**config.mk**
```make
export PLATFORM = sky130hd
export DESIGN_NAME = seg_mux_driver
export DESIGN_NICKNAME = d
export VERILOG_FILES = /design/src/rtl/seg_mux_driver.sv
export SDC_FILE = /design/constraint.sdc
export NUM_CORES = 1
export LEC_CHECK = 0
export ABC_AREA = 1
export CORE_MARGIN = 2
export CORE_UTILIZATION = 45
export DETAILED_ROUTE_END_ITERATION = 10
export PLACE_DENSITY = 0.7
export SKIP_CTS_REPAIR_TIMING = 1
export SLEW_MARGIN = 20
export SYNTH_ARGS = -nofsm -noshare
export SYNTH_HDL_FRONTEND = slang
export SYNTH_SLANG_ARGS = --single-unit
```
**constraint.sdc**
```tcl
create_clock -name clk -period 1.8 [get_ports clk]
set_input_delay 0.45 -clock clk [delete_from_list [all_inputs] [get_ports clk]]
set_output_delay 0.45 -clock clk [all_outputs]
set_load 0.01 [all_outputs]
```
**src/rtl/seg_mux_driver.sv**
```systemverilog
// Time-multiplexed hex 7-segment driver with per-digit store, PWM brightness and polarity control.
// Optional macro LEADING_ZERO_BLANK_EN suppresses leading zero digits (digit 0 always shown).
module seg_mux_driver #(
    parameter int NUM_DIGITS     = 4,
    parameter int REFRESH_LOG2   = 16,
    parameter int BRIGHT_W       = 3,
    parameter int SEG_ACTIVE_LOW = 1,
    parameter int AN_ACTIVE_LOW  = 1,
    parameter int SEL_W          = $clog2(NUM_DIGITS)
) (
    input  logic                    clk,
    input  logic                    rst,
    input  logic [NUM_DIGITS-1:0]   load,
    input  logic [4*NUM_DIGITS-1:0] val,
    input  logic [NUM_DIGITS-1:0]   dp_in,
    input  logic [NUM_DIGITS-1:0]   blank,
    input  logic [BRIGHT_W-1:0]     bright,
    output logic [6:0]              seg,
    output logic                    dp,
    output logic [NUM_DIGITS-1:0]   an,
    output logic [SEL_W-1:0]        digit_idx
);

    localparam logic [6:0]            SEG_OFF  = {7{SEG_ACTIVE_LOW != 0}};
    localparam logic                  DP_OFF   = (SEG_ACTIVE_LOW != 0);
    localparam logic [NUM_DIGITS-1:0] AN_OFF   = {NUM_DIGITS{AN_ACTIVE_LOW != 0}};
    localparam logic [SEL_W-1:0]      SEL_LAST = SEL_W'(NUM_DIGITS - 1);

    function automatic logic [6:0] hex_decode(input logic [3:0] v);
        logic [6:0] s;
        case (v)
            4'h0: s = 7'b1111110;
            4'h1: s = 7'b0110000;
            4'h2: s = 7'b1101101;
            4'h3: s = 7'b1111001;
            4'h4: s = 7'b0110011;
            4'h5: s = 7'b1011011;
            4'h6: s = 7'b1011111;
            4'h7: s = 7'b1110000;
            4'h8: s = 7'b1111111;
            4'h9: s = 7'b1111011;
            4'hA: s = 7'b1110111;
            4'hB: s = 7'b0011111;
            4'hC: s = 7'b1001110;
            4'hD: s = 7'b0111101;
            4'hE: s = 7'b1001111;
            default: s = 7'b1000111;
        endcase
        return s;
    endfunction

    function automatic logic [6:0] seg_pol(input logic [6:0] raw);
        return raw ^ SEG_OFF;
    endfunction

    function automatic logic dp_pol(input logic raw);
        return raw ^ DP_OFF;
    endfunction

    function automatic logic [NUM_DIGITS-1:0] an_pol(input logic [NUM_DIGITS-1:0] raw);
        return raw ^ AN_OFF;
    endfunction

    logic [REFRESH_LOG2-1:0] prescaler_p0;
    logic [SEL_W-1:0]        sel_p0;
    logic [3:0]              value_p0 [NUM_DIGITS];
    logic [NUM_DIGITS-1:0]   dpreg_p0;

    logic [6:0]              seg_p1;
    logic                    dp_p1;
    logic [NUM_DIGITS-1:0]   an_p1;
    logic [SEL_W-1:0]        idx_p1;

    logic [BRIGHT_W-1:0]     ph;
    logic                    lit;
    logic                    show_seg;
    logic                    show_an;
    logic [NUM_DIGITS-1:0]   an_raw;
    logic [6:0]              seg_nx;
    logic                    dp_nx;
    logic [NUM_DIGITS-1:0]   an_nx;

    assign ph  = prescaler_p0[REFRESH_LOG2-1 -: BRIGHT_W];
    assign lit = (ph <= bright) && !blank[sel_p0];

`ifdef LEADING_ZERO_BLANK_EN
    logic [NUM_DIGITS-1:0] suppress;
    logic                  upper_zero;

    // A digit is a leading zero when it and every higher digit hold 0.
    always_comb begin
        suppress   = '0;
        upper_zero = 1'b1;
        for (int i = NUM_DIGITS - 1; i >= 1; i--) begin
            upper_zero  = upper_zero && (value_p0[i] == 4'd0);
            suppress[i] = upper_zero;
        end
    end
`endif

    always_comb begin
        seg_nx   = SEG_OFF;
        dp_nx    = DP_OFF;
        an_nx    = AN_OFF;
        show_seg = 1'b1;
        show_an  = 1'b1;
        an_raw   = '0;
        an_raw[sel_p0] = 1'b1;
`ifdef LEADING_ZERO_BLANK_EN
        if (suppress[sel_p0]) begin
            show_seg = 1'b0;
            show_an  = dpreg_p0[sel_p0];
        end
`endif
        if (lit && show_an) begin
            an_nx = an_pol(an_raw);
            dp_nx = dp_pol(dpreg_p0[sel_p0]);
            if (show_seg) begin
                seg_nx = seg_pol(hex_decode(value_p0[sel_p0]));
            end
        end
    end

    always_ff @(posedge clk) begin
        if (rst) begin
            prescaler_p0 <= '0;
            sel_p0       <= '0;
            dpreg_p0     <= '0;
            for (int i = 0; i < NUM_DIGITS; i++) begin
                value_p0[i] <= 4'd0;
            end
            seg_p1 <= SEG_OFF;
            dp_p1  <= DP_OFF;
            an_p1  <= AN_OFF;
            idx_p1 <= '0;
        end else begin
            // Stage p0: scan counters and digit store
            prescaler_p0 <= prescaler_p0 + 1'b1;
            if (&prescaler_p0) begin
                sel_p0 <= (sel_p0 == SEL_LAST) ? '0 : sel_p0 + 1'b1;
            end
            for (int i = 0; i < NUM_DIGITS; i++) begin
                if (load[i]) begin
                    value_p0[i] <= val[4*i +: 4];
                    dpreg_p0[i] <= dp_in[i];
                end
            end
            // Stage p1: registered pin drivers, one cycle behind p0
            seg_p1 <= seg_nx;
            dp_p1  <= dp_nx;
            an_p1  <= an_nx;
            idx_p1 <= sel_p0;
        end
    end

    assign seg       = seg_p1;
    assign dp        = dp_p1;
    assign an        = an_p1;
    assign digit_idx = idx_p1;

endmodule
```
==> impl_metrics.yaml <==
floorplanning:
  io_pins: 47
  die-area_sq_um: 6690
  die_h_microns: 81.8
  initial_core_util: 0.463
  rows: 28
  coreArea_sq_um: 5890
  die_width_microns: 81.8
timing:
  slew_headroom: 0.778
  clock_skew_ns: 0.0120
  finalSetupViolCount: 0
  fin_tns_setup_ns: 0
  max_freq_mhz: 611
  timing.hold.ws_ns: 0.455
  finalMaxSlewViolations: 0
  max_slew.worst_pin.slew_ns: 0.333
  hold_viol: 0
  finalCritPeriodShare: 0.910
  rsz0062_at_grt: "false"
  min_period_ns: 1.64
clock_network:
  path_clk_slew_ns: 0.10
  cts_tree: "done"
  cts.htree.levels: 2
  cts_buffers: 5
  cts_root_buf: "clkbuf_8"
  clk-insertion-delay-late_ns: 0.31
  clock-sinks: 54
  clk_path_buf_depth: 2
layout:
  drive_gt1_frac: 0.123
  fillCellCount: 555
  register_area_sq_um: 1240
  nNetsFinal: 437
  multiInputGateArea_sq_um: 1260
  layout_common_cells: "nand2_1 (86), clkdlybuf4s50_1 (46), inv_1 (42), nor2_1 (39), dfxtp_1 (37)"
  stdcell_count: 466
  antenna_cells: 0
  utilization: 0.574
  syn_to_final_growth_pct: 24.0
  layout_commonest_cell: "nand2_1"
setup_path:
  critPathLaunchType: "flop"
  crit_family: "buffers and inverters"
  rr_endpoint: "seg[6]"
  crit_path_max_incr_delay_ns: 0.53
  cp_max_fo: 1
  ff2ff_path_depth: 9
  cp_cell_sequence: "clkdlybuf4s50_1"
  ff2ff_setup_slack_ns: 0.18
  worstSetupEndpointType: "output port"
  path_buf_inv: 1
  required_ns: 1.35
  cpMaxStageDelayCell: "clkdlybuf4s50_1"
  cp_data_arrival_time_ns: 1.19
  critPathKind: "flop to output port"
hold_path:
  whs_endpoint: "prescaler_p0[0]"
  min_path_type: "flop to flop"
  min_from: "prescaler_p0[0]"
  hold_path_depth: 1
run_status:
  status: "finished clean"
synth:
  synth_seq_area_share: 0.456
  syn_area_sq_um: 2720
  synth-adder-area-share: 0.0643
  synth-xor-area-share: 0.00965
  synth_area_leader_cell: "dfxtp_1"
  synth_area_per_cell_sq_um: 8.06
  postSynthCellCount: 338
  post-synth-top-area-fraction: 0.279
  synth_compound_gate_area_share: 0.0441
  yosys.area_share.simple: 0.346
  async_flop_share: 0
  yosys-top-cells-area: "dfxtp_1 (28%), edfxtp_1 (18%), nand2_1 (12%)"
  synth.distinct_cells: 31
  synth_edf_count: 16
  synth_flop_cell: "dfxtp_1"
  ys_warn_count: 0
  syn_nets: 385
  muxShareOfSynthArea: 0
  synth_top_family_by_area: "simple AND/OR/NAND/NOR gates"
  synth-seq-cells: 54
global_route:
  grt_pass1_vias: 2078
  global_route.usage.met2: 0.324
  grt_max_degree: 20
  grt_pass1_wl_microns: 8700
  grt_antenna_before_repair: 0
  use_met1: 0.182
  gr-total-overflow: 0
  top_usage_layer: "met2"
  met3_usage: 0.0418
  track_usage: 0.169
placement:
  dp.cells: 458
  place_hpwl_microns: 4100
  io_buffers: 46
  place_congestion: 0.821
job:
  max-cap-violations: 0
routing:
  drc: 0
  num_vias: 2171
  routedWlPerCell_microns: 10.9
  ant_nets: 0
  routed_wl_microns: 5070
  drt_iter0_drc: 62
  first_pass_iters: 4
  vias_per_cell: 4.66
power_and_ir_drop:
  p_clk_frac: 0.291
  seqPwrFrac: 0.575
  p_int_mw: 1.74
  p_comb_frac: 0.135
  p_sw_uw: 566
  pwr_density_cell_nw_per_um2: 682
  ir_drop_uv: 322
  swShare: 0.246
  power_leakage_nw: 1.47
==> cell families (layout without fill, tap and decap cells) <==
group                      Yosys count  count (layout)
and+or+nand+nor                    192             192
adders and majority gates           14              14
DFF                                 54              54
xor gates and xnor gates             3               3
buffers and inverters               52             105
AOI/OAI and AO/OA                   23              23
==> cells in the mapped netlist, types with 3 or more instances <==
library cell	instances
nand2_2	8
nand2_4	4
nor2_1	39
ha_1	14
edfxtp_1	16
inv_1	42
dfxtp_1	38
nor3_1	3
nand3_2	4
nor2_2	4
nand3_1	30
inv_2	3
nor2_4	4
o21ai_0	6
nand2_1	86
a21oi_1	14
==> per-stage QoR <==
stage / cell area (sq um) / total power [mW] / setup slack [ns]
floorplan: 2720 / 1.52 / 0.337
global placement: 3280 / 1.66 / -0.185
detailed placement: 3280 / 1.67 / -0.203
CTS: 3370 / 2.33 / 0.0712
global route: 3380 / 2.42 / 0.00686
finish: 3380 / 2.30 / 0.163
==> power groups by stage <==
stage	clock (mW)	sequential, mW	combinational (mW)
global placement	0	1.35	0.308
global route	0.735	1.33	0.351
finish	0.669	1.32	0.310
detailed placement	0	1.35	0.312
CTS	0.689	1.33	0.313
floorplan	0	1.35	0.167
==> per-layer routing <==
metal  share of wire  vias to the layer above
li1                -                     1162
met2            0.53                       24
met4           0.013                        0
met1            0.43                      976
met5               0                        -
met3           0.031                        9
==> worst max-delay path by stage <==
stage	start	to	depth (start not counted)
2_1_floorplan	flop	seg[6]	11
3_3_place_gp	bright[2]	seg[6]	9
3_5_place_dp	bright[2]	seg[6]	9
4_1_cts	flop	seg[3]	10
5_1_grt	flop	seg[0]	8
6_report	seg[5]	seg[5]	1
==> registers in the layout, summed over array words and instances (netlist names), named ones only <==
name / cells
dpreg_p0: 4
sel_p0: 2
seg: 7
digit_idx: 2
value_p0: 16
prescaler_p0: 16
dp: 1
an: 4
==> area by class of cell <==
class,count,share of cell area
Multi-Input combinational cell,232,0.374
Sequential cell,54,0.368
Timing Repair Buffer,50,0.149
Inverter,47,0.0544
Tap cell,75,0.0278
Clock buffer,5,0.0204
Clock inverter,3,0.00630
Note: power is estimated with default switching activity, not from simulation.
